`src/rtl/ram_sync_read_arbiter2_pkg.sv`:
```
// Shared types for the two-way RAM arbiter.
// State encoding and requester-ID width.
package ram_sync_read_arbiter2_pkg;

  localparam int ID_W = 1;

  typedef enum logic [1:0] {
    IDLE = 2'd0,
    OWN0 = 2'd1,
    OWN1 = 2'd2
  } state_t;

endpackage

```
`src/rtl/ram_sync_read_arbiter2_grant.sv`:
```
// Combinational round-robin grant for two requesters.
// Ports: valid0/1, state, hold_cnt, last_owner in; grant0/1 out.
module rr_grant2
  import ram_sync_read_arbiter2_pkg::*;
#(
  parameter int MAX_HOLD = 4,
  parameter int HW       = $clog2(MAX_HOLD + 1)
) (
  input  logic            valid0,
  input  logic            valid1,
  input  state_t          state,
  input  logic [HW-1:0]   hold_cnt,
  input  logic [ID_W-1:0] last_owner,
  output logic            grant0,
  output logic            grant1
);

  localparam logic [HW-1:0] HMAX = HW'(MAX_HOLD);

  logic keep;

  assign keep = hold_cnt < HMAX;

  always_comb begin
    grant0 = 1'b0;
    grant1 = 1'b0;
    if (valid0 && !valid1) begin
      grant0 = 1'b1;
    end else if (valid1 && !valid0) begin
      grant1 = 1'b1;
    end else if (valid0 && valid1) begin
      unique case (state)
        OWN0: begin
          grant0 = keep;
          grant1 = !keep;
        end
        OWN1: begin
          grant1 = keep;
          grant0 = !keep;
        end
        default: begin
          // Idle tie: favour whoever did not own last
          grant0 = last_owner != '0;
          grant1 = last_owner == '0;
        end
      endcase
    end
  end

endmodule

```
`src/rtl/ram_sync_read_arbiter2.sv`:
```
// Round-robin arbiter sharing one sync-read RAM between two clients.
// Ports: clock/reset, req0/1 valid-ready requests, rsp0/1 read strobes, ram_*.
module ram_sync_read_arbiter2
  import ram_sync_read_arbiter2_pkg::*;
#(
  parameter int AWIDTH   = 3,
  parameter int DWIDTH   = 32,
  parameter int MAX_HOLD = 4
) (
  input  logic              clock,
  input  logic              reset,
  input  logic              req0_valid,
  output logic              req0_ready,
  input  logic              req0_we,
  input  logic [AWIDTH-1:0] req0_addr,
  input  logic [DWIDTH-1:0] req0_din,
  output logic              rsp0_valid,
  output logic [DWIDTH-1:0] rsp0_data,
  input  logic              req1_valid,
  output logic              req1_ready,
  input  logic              req1_we,
  input  logic [AWIDTH-1:0] req1_addr,
  input  logic [DWIDTH-1:0] req1_din,
  output logic              rsp1_valid,
  output logic [DWIDTH-1:0] rsp1_data,
  output logic [AWIDTH-1:0] ram_addr,
  output logic [DWIDTH-1:0] ram_din,
  output logic              ram_we,
  input  logic [DWIDTH-1:0] ram_dout
);

  localparam int HW = $clog2(MAX_HOLD + 1);
  localparam logic [HW-1:0] HMAX = HW'(MAX_HOLD);

  state_t          state;
  state_t          state_nx;
  logic [HW-1:0]   hold_cnt;
  logic [HW-1:0]   hold_nx;
  logic [HW-1:0]   hold_inc;
  logic [ID_W-1:0] last_owner;
  logic [ID_W-1:0] last_nx;
  logic            g0;
  logic            g1;
  logic            gnt0;
  logic            gnt1;
  logic            rd0_q;
  logic            rd1_q;

  rr_grant2 #(
    .MAX_HOLD (MAX_HOLD),
    .HW       (HW)
  ) u_grant (
    .valid0     (req0_valid),
    .valid1     (req1_valid),
    .state      (state),
    .hold_cnt   (hold_cnt),
    .last_owner (last_owner),
    .grant0     (g0),
    .grant1     (g1)
  );

  // Nothing is granted while reset is held, so
  // an in-flight write never reaches the RAM.
  assign gnt0 = g0 & ~reset;
  assign gnt1 = g1 & ~reset;

  assign req0_ready = gnt0;
  assign req1_ready = gnt1;

  assign hold_inc = (hold_cnt == HMAX) ?
                    HMAX : hold_cnt + HW'(1);

  always_comb begin
    ram_addr = '0;
    ram_din  = '0;
    ram_we   = 1'b0;
    if (gnt0) begin
      ram_addr = req0_addr;
      ram_din  = req0_din;
      ram_we   = req0_we;
    end else if (gnt1) begin
      ram_addr = req1_addr;
      ram_din  = req1_din;
      ram_we   = req1_we;
    end
  end

  always_comb begin
    state_nx = IDLE;
    hold_nx  = '0;
    last_nx  = last_owner;
    if (gnt0) begin
      state_nx = OWN0;
      last_nx  = '0;
      hold_nx  = (state == OWN0) ? hold_inc : HW'(1);
    end else if (gnt1) begin
      state_nx = OWN1;
      last_nx  = ID_W'(1);
      hold_nx  = (state == OWN1) ? hold_inc : HW'(1);
    end
  end

  always_ff @(posedge clock) begin
    if (reset) begin
      state      <= IDLE;
      hold_cnt   <= '0;
      last_owner <= ID_W'(1);
      rd0_q      <= 1'b0;
      rd1_q      <= 1'b0;
    end else begin
      state      <= state_nx;
      hold_cnt   <= hold_nx;
      last_owner <= last_nx;
      rd0_q      <= gnt0 & ~req0_we;
      rd1_q      <= gnt1 & ~req1_we;
    end
  end

  // Masking with reset drops a response that
  // lands in the reset cycle itself.
  assign rsp0_valid = rd0_q & ~reset;
  assign rsp1_valid = rd1_q & ~reset;
  assign rsp0_data  = rsp0_valid ? ram_dout : '0;
  assign rsp1_data  = rsp1_valid ? ram_dout : '0;

endmodule

```
`config.mk`:
```
export PLATFORM = sky130hd
export DESIGN_NAME = ram_sync_read_arbiter2
export DESIGN_NICKNAME = d
export VERILOG_FILES = /design/src/rtl/ram_sync_read_arbiter2_pkg.sv /design/src/rtl/ram_sync_read_arbiter2_grant.sv /design/src/rtl/ram_sync_read_arbiter2.sv
export SDC_FILE = /design/constraint.sdc
export NUM_CORES = 1
export LEC_CHECK = 0
export BUFFER_PORTS_ARGS = -buffer_cell sky130_fd_sc_hd__buf_2
export CAP_MARGIN = 30
export CELL_PAD_IN_SITES_DETAIL_PLACEMENT = 1
export CELL_PAD_IN_SITES_GLOBAL_PLACEMENT = 1
export CORE_UTILIZATION = 14
export DETAILED_ROUTE_END_ITERATION = 7
export GPL_ROUTABILITY_DRIVEN = 0
export HOLD_SLACK_MARGIN = 0.02
export MAX_ROUTING_LAYER = met4
export PLACE_DENSITY = 0.85
export SYNTH_ARGS = -nofsm -noshare
export SYNTH_HDL_FRONTEND = slang
export SYNTH_SLANG_ARGS = --single-unit
```
`constraint.sdc`:
```
create_clock -name clock -period 2.6 [get_ports clock]
set_input_delay 0.52 -clock clock [delete_from_list [all_inputs] [get_ports clock]]
set_output_delay 0.52 -clock clock [all_outputs]
set_load 0.05 [all_outputs]
```
; Word level (Yosys, flattened, before mapping)
; Cells that the tools add are included.
; Widths: inputs -> output; s select.
[totals]
word_cells = 54
ff_bits = 8
output_inout_bits = 104
inputBits = 108
[classes]
reduce_logical = 8
add_sub_neg = 1
n_eq_ne = 3
n_lt_le_gt_ge = 1
n_bitwise = 10
muxes = 25
[ops]
columns = op, n
row1 = $mux 32, 4
row2 = $mux 3, 7
row3 = $mux 1, 11
row4 = $and 1x1->1, 6
row5 = $not 1->1, 4
row6 = $pmux 1 s2, 2
row7 = $add 3x1->3 const B, 1
row8 = $eq 3x3->1 const B, 1
row9 = $logic_and 1x1->1, 3
row10 = $logic_not 1->1, 3
row11 = $lt 3x3->1 const B, 1
row12 = $eq 2x1->1 const B, 1
row13 = $eq 2x2->1 const B, 1
row14 = $mux 2, 1
row15 = $reduce_bool 2->1, 1
row16 = $reduce_or 2->1, 1

; Longest topological paths before layout
[logic_depth]
ltp_word = 9
ltp_mapped = 8
mapped_depth_nobuf = 6

; Hierarchy
; Synthesis repeated with hierarchy kept, for this count alone.
[hier_totals]
cells_unflattened = 159
area_unflattened_um2 = 1227.4
[by_module_without_submodules]
columns = mod, seq_area_each_um2, cells_each, instances, area_per_inst_um2
row1 = ram_sync_read_arbiter2, 160.2, 147, 1, 1133.6
row2 = rr_grant2, 0.0, 12, 1, 93.8

; Worst setup path before layout
; Ideal clock, no wire load.
[synth_timing]
path_type = register -> output
from = register state[0]
to = output port ram_addr[0]
arrival_ns = 2.485
stages_incl_launch_ff = 7
t_required_ns = 2.080
path_slack_ns = -0.405
cell_sequence = dfxtp_1 -> inv_1 -> ha_1 -> and3b_1 -> a2111oi_4 -> clkbuf_1 -> a22o_1
[synth_between]
elab_cells_between_ends = 14
classes_between = eq/ne (2) / mux (10) / bitwise (2)
[synth_lines]
columns = item, line
row1 = "start, declared", ram_sync_read_arbiter2.sv:35  ; state_t state;
row2 = "start signal, assigned", ram_sync_read_arbiter2.sv:111  ; state <= state_nx;
row3 = $eq 2x2->1 / $eq 2x1->1 (equally long branches), ram_sync_read_arbiter2_grant.sv:32  ; unique case (state)
row4 = $pmux 1 s2 (*), ram_sync_read_arbiter2_grant.sv:32
row5 = $mux 1 (*), ram_sync_read_arbiter2_grant.sv:31  ; end else if (valid0 && valid1) begin
row6 = $mux 1 (*), ram_sync_read_arbiter2_grant.sv:29  ; end else if (valid1 && !valid0) begin
row7 = $mux 1 (*), ram_sync_read_arbiter2_grant.sv:27  ; if (valid0 && !valid1) begin
row8 = $and 1x1->1 (*), ram_sync_read_arbiter2.sv:64  ; assign gnt0 = g0 & ~reset;
row9 = named net req0_ready, ram_sync_read_arbiter2.sv:13  ; output logic req0_ready,
row10 = $mux 3 (*), ram_sync_read_arbiter2.sv:77  ; if (gnt0) begin
row11 = "end, declared", ram_sync_read_arbiter2.sv:26  ; output logic [AWIDTH-1:0] ram_addr,
; The timed path passes the listed nets; every way through them passes the cells marked *.

; Worst setup path after layout
[layout_timing]
from = register state[0]
to = output port ram_din[21]
[layout_between]
elab_chain_len = 8
elab_cells_between_ends = 14
classes_between = eq/ne (2) / mux (10) / bitwise (2)
[layout_rtl]
columns = item, line
row1 = $eq 2x2->1 / $eq 2x1->1 (equally long branches), ram_sync_read_arbiter2_grant.sv:32
row2 = $pmux 1 s2, ram_sync_read_arbiter2_grant.sv:32
row3 = $mux 1, ram_sync_read_arbiter2_grant.sv:31
row4 = $mux 1, ram_sync_read_arbiter2_grant.sv:29
row5 = $mux 1, ram_sync_read_arbiter2_grant.sv:27
row6 = $and 1x1->1, ram_sync_read_arbiter2.sv:65  ; assign gnt1 = g1 & ~reset;
row7 = $mux 32, ram_sync_read_arbiter2.sv:81  ; end else if (gnt1) begin
row8 = $mux 32 (*), ram_sync_read_arbiter2.sv:77
row9 = "end, declared", ram_sync_read_arbiter2.sv:27  ; output logic [DWIDTH-1:0] ram_din,
; Every way passes the cells marked *; elsewhere a longest branch is shown, timed or not.

==> impl_metrics.xml <==
<?xml version="1.0" encoding="UTF-8"?>
<metrics>
  <group name="worst_setup_path">
    <metric name="start_kind" unit="">flop</metric>
    <metric name="crit_path_cell_trace" unit="">inv_1 -&gt; ha_1 -&gt; buf_4 -&gt; nor2b_2 -&gt; a2111oi_4 -&gt; and4b_1 -&gt; buf_12 -&gt; a22o_2 -&gt; buf_4</metric>
    <metric name="worst_path_most_repeated_cell" unit="">sky130_fd_sc_hd__buf_4</metric>
    <metric name="cpPeakStageDelay" unit="ns">0.39</metric>
    <metric name="timing.critical_path.required" unit="ns">2.08</metric>
    <metric name="worst_path_max_delay_cell" unit="">sky130_fd_sc_hd__a2111oi_4</metric>
    <metric name="timing.setup.critical_path_class" unit="">reg -&gt; out</metric>
    <metric name="worst-endpoint-arrival" unit="ns">2.34</metric>
    <metric name="worstSetupEndpointType" unit="">output pin</metric>
    <metric name="critical_path_peak_fanout" unit="">38</metric>
    <metric name="timing.reg2reg.worst_path_depth" unit="">8</metric>
  </group>
  <group name="pwr">
    <metric name="vdd_ir_drop_max" unit="V">0.0001764</metric>
    <metric name="p_total" unit="mW">0.9139</metric>
    <metric name="power_density" unit="mW/mm²">333.5</metric>
    <metric name="power.internal" unit="mW">0.4705</metric>
    <metric name="total_switching_power" unit="mW">0.4434</metric>
    <metric name="cellLeakagePower" unit="nW">1.616</metric>
    <metric name="power_share_of_the_combinational_group" unit="%">67.9</metric>
    <metric name="clock_power_share" unit="%">17.2</metric>
    <metric name="sequentialPowerShare" unit="%">14.9</metric>
    <metric name="swShare" unit="%">48.52</metric>
  </group>
  <group name="place">
    <metric name="numPortBuffers" unit="">211</metric>
    <metric name="dpl_cell_area" unit="mm²">0.002494</metric>
    <metric name="pre_cts_ws" unit="ns">-0.1310</metric>
    <metric name="numPlacedInstances" unit="">479</metric>
    <metric name="post-dp-hpwl" unit="µm">5608</metric>
  </group>
  <group name="timing">
    <metric name="fmaxAchievable" unit="GHz">0.3501</metric>
    <metric name="final_max_slew_viol_count" unit="">0</metric>
    <metric name="hold_viol_final" unit="">0</metric>
    <metric name="maxSlewHeadroom" unit="%">67.46</metric>
    <metric name="setup_total_negative_slack" unit="ns">-8.154</metric>
    <metric name="timing.final.crit_period" unit="ns">2.856</metric>
    <metric name="finalWorstSetupSlack" unit="ns">-0.2563</metric>
    <metric name="worstMarginPinSlew" unit="ns">0.4757</metric>
    <metric name="timing.clock.skew" unit="ns">0.005176</metric>
    <metric name="rsz0062_at_grt" unit="">true</metric>
    <metric name="setup-violations-final" unit="">36</metric>
    <metric name="period_share" unit="%">109.9</metric>
  </group>
  <group name="cts">
    <metric name="worst_setup_hold_path_clk_slew" unit="ns">0.05</metric>
    <metric name="insertion_delay" unit="ns">0.24</metric>
    <metric name="tritoncts_clock_tree" unit="">built</metric>
    <metric name="clkSinkCount" unit="">8</metric>
    <metric name="cts.root.buffer_cell" unit="">sky130_fd_sc_hd__clkbuf_8</metric>
    <metric name="cts-buffers-inserted" unit="">3</metric>
    <metric name="htreeDepth" unit="">1</metric>
    <metric name="clock_tree.buffer_depth" unit="">2</metric>
  </group>
  <group name="routing">
    <metric name="drc" unit="">0</metric>
    <metric name="detail_route.wl_per_cell" unit="µm">14.44</metric>
    <metric name="vias_per_cell" unit="">4.370</metric>
    <metric name="drt-initial-drc-count" unit="">29</metric>
    <metric name="antenna_violating_nets_post_route" unit="">0</metric>
    <metric name="via_count" unit="">2115</metric>
    <metric name="routed_wirelength" unit="µm">6988</metric>
    <metric name="detailedRoute.firstPassIterationCount" unit="">6</metric>
  </group>
  <group name="finish">
    <metric name="finalNonFillerCells" unit="">484</metric>
    <metric name="multi_input_area" unit="mm²">0.001061</metric>
    <metric name="regArea" unit="µm²">161.4</metric>
    <metric name="layout_common_cells" unit="">174 x sky130_fd_sc_hd__buf_2, 65 x sky130_fd_sc_hd__and2_1, 29 x sky130_fd_sc_hd__buf_4</metric>
    <metric name="fillCellCount" unit="">1098</metric>
    <metric name="num-nets-final" unit="">490</metric>
    <metric name="layout.cells.most_common" unit="">sky130_fd_sc_hd__buf_2</metric>
    <metric name="antenna_cells" unit="">0</metric>
    <metric name="finalInstanceArea" unit="mm²">0.002740</metric>
    <metric name="area_growth" unit="%">117.9</metric>
    <metric name="post_route_cells_drive_above_1_share" unit="%">68.62</metric>
  </group>
  <group name="logic_synthesis">
    <metric name="ys_warn_count" unit="">0</metric>
    <metric name="syn-mean-instance-area" unit="µm²">7.575</metric>
    <metric name="ys_seq_elements" unit="">8</metric>
    <metric name="synthTopCellsByArea" unit="">sky130_fd_sc_hd__and2_1 32%, sky130_fd_sc_hd__a22o_1 26%, sky130_fd_sc_hd__dfxtp_1 13%</metric>
    <metric name="syn-instance-count" unit="">166</metric>
    <metric name="synth.largest_area_cell" unit="">sky130_fd_sc_hd__and2_1</metric>
    <metric name="distinct_cell_type_count_of_the_synthesized_netlist" unit="">28</metric>
    <metric name="synth_top_area_share" unit="%">32.34</metric>
    <metric name="syn-cell-area" unit="mm²">0.001257</metric>
    <metric name="synth.net_count" unit="">278</metric>
    <metric name="proportion_of_synthesized_chip_area_in_sequential_cells" unit="%">12.74</metric>
  </group>
  <group name="outcome">
    <metric name="outcome" unit="">finished with violations</metric>
    <metric name="violations" unit="">negative setup slack</metric>
  </group>
  <group name="global_route">
    <metric name="grt_overflow" unit="">0</metric>
    <metric name="wire_length_of_the_first_global_routing_pass" unit="µm">10570</metric>
    <metric name="grt_util_all_layers" unit="%">14.12</metric>
    <metric name="antenna_found_initial" unit="">0</metric>
    <metric name="grt_pass1_vias" unit="">2171</metric>
    <metric name="grt_start_max_net_pins" unit="">40</metric>
  </group>
  <group name="floorplanning">
    <metric name="fp.coreArea" unit="mm²">0.008721</metric>
    <metric name="die_area" unit="mm²">0.009364</metric>
    <metric name="initial_util" unit="%">14.42</metric>
    <metric name="floorplan.io_pins" unit="">212</metric>
    <metric name="floorplan.die.width" unit="µm">96.77</metric>
    <metric name="die_h" unit="µm">96.77</metric>
    <metric name="row_count" unit="">34</metric>
  </group>
  <group name="hold_path">
    <metric name="hold_path.class" unit="">in -&gt; reg</metric>
    <metric name="holdPathStages" unit="">2</metric>
  </group>
  <group name="run">
    <metric name="cap_violations" unit="">0</metric>
  </group>
</metrics>
power groups by stage:
| stage | Combinational [mW] | Sequential [mW] | Clock (mW) |
|---|---|---|---|
| 2_1_floorplan | 0.379 | 0.136 | 0 |
| 3_3_place_gp | 0.547 | 0.137 | 0 |
| 3_5_place_dp | 0.558 | 0.138 | 0 |
| 4_1_cts | 0.610 | 0.136 | 0.160 |
| 5_1_grt | 0.652 | 0.137 | 0.170 |
| 6_report | 0.620 | 0.136 | 0.158 |
critical path: cells and delay by family (launching register included):
kind            cells  cell delay, ns
compound gates      2            0.61
buf+inv             4            0.53
simple gates        2            0.34
flops               1            0.32
fa+ha+maj           1            0.28
logic make-up after synthesis:
kind of cell | count (synthesis) | share of synthesized area, %
compound gates | 44 | 31.64
fa+ha+maj | 4 | 3.980
flops | 8 | 12.74
mux | 2 | 1.692
buf+inv | 19 | 7.164
simple gates | 89 | 42.79
timing repair:
action | 4_1_cts | 5_1_grt
setup buffers | 0 | 1
setup endpoints to repair | 37 | 37
gates resized for setup | 56 | 4
pin swaps | 1 | 1
gates cloned | 0 | 1
hold endpoints to repair | 0 | 0
hold buffers | 0 | 0
metrics by stage:
stage | hold slack (ns) | util (%)
2_1_floorplan | 0.4927 | -
3_3_place_gp | 0.5548 | 28.59
3_5_place_dp | 0.6092 | 28.59
4_1_cts | 0.5022 | 30.92
5_1_grt | 0.4987 | 31.42
6_report | 0.4911 | 31.42
state kept, by name (all words and copies together), names as in the netlist:
register    cells
hold_cnt        3
state           2
last_owner      1
rd0_q           1
rd1_q           1
path summary, 6_finish.rpt:
kind / from / end / slack [ns]
worst min register to register: last_owner / last_owner / 0.59
worst max-delay path: state[0] / ram_din[21] / -0.26
worst max register to register: state[0] / hold_cnt[0] / 0.60
worst min-delay path: req0_we / rd0_q / 0.49
per-layer routing:
metal | up-vias | share of wire (%) | global-route usage, %
met1 | 967 | 36 | 14.21
met2 | 132 | 55 | 27.36
met5 | - | 0 | -
li1 | 1008 | - | -
met3 | 8 | 7.0 | 2.095
met4 | 0 | 2.2 | 4.937
cell type report:
cell class	instances	area share, %
timing repair buffer	221	48.26
multi-input combinational	139	38.72
sequential	8	5.890
tap	108	4.932
clock buffer	3	1.507
inverter	5	0.6849
Yosys cell counts:
cell type,n
sky130_fd_sc_hd__o21ai_0,1
sky130_fd_sc_hd__and2_1,65
sky130_fd_sc_hd__mux2_1,1
sky130_fd_sc_hd__a22o_1,37
sky130_fd_sc_hd__nand3_1,1
sky130_fd_sc_hd__nor2_1,1
sky130_fd_sc_hd__o32a_1,1
sky130_fd_sc_hd__and4b_1,1
sky130_fd_sc_hd__or3_1,1
sky130_fd_sc_hd__and3b_1,1
sky130_fd_sc_hd__nand2_1,8
sky130_fd_sc_hd__nand3b_1,1
sky130_fd_sc_hd__buf_2,3
sky130_fd_sc_hd__nor2b_1,6
sky130_fd_sc_hd__nand2b_1,1
sky130_fd_sc_hd__ha_1,4
sky130_fd_sc_hd__o21bai_1,1
sky130_fd_sc_hd__a21oi_1,1
sky130_fd_sc_hd__o311a_1,1
sky130_fd_sc_hd__a2111oi_4,1
sky130_fd_sc_hd__dfxtp_1,8
sky130_fd_sc_hd__mux2i_1,1
sky130_fd_sc_hd__buf_6,2
sky130_fd_sc_hd__inv_1,5
sky130_fd_sc_hd__and3_1,1
sky130_fd_sc_hd__a2111oi_0,1
sky130_fd_sc_hd__clkbuf_1,9
sky130_fd_sc_hd__nor3_1,2
(Power assumes the default switching activity.)
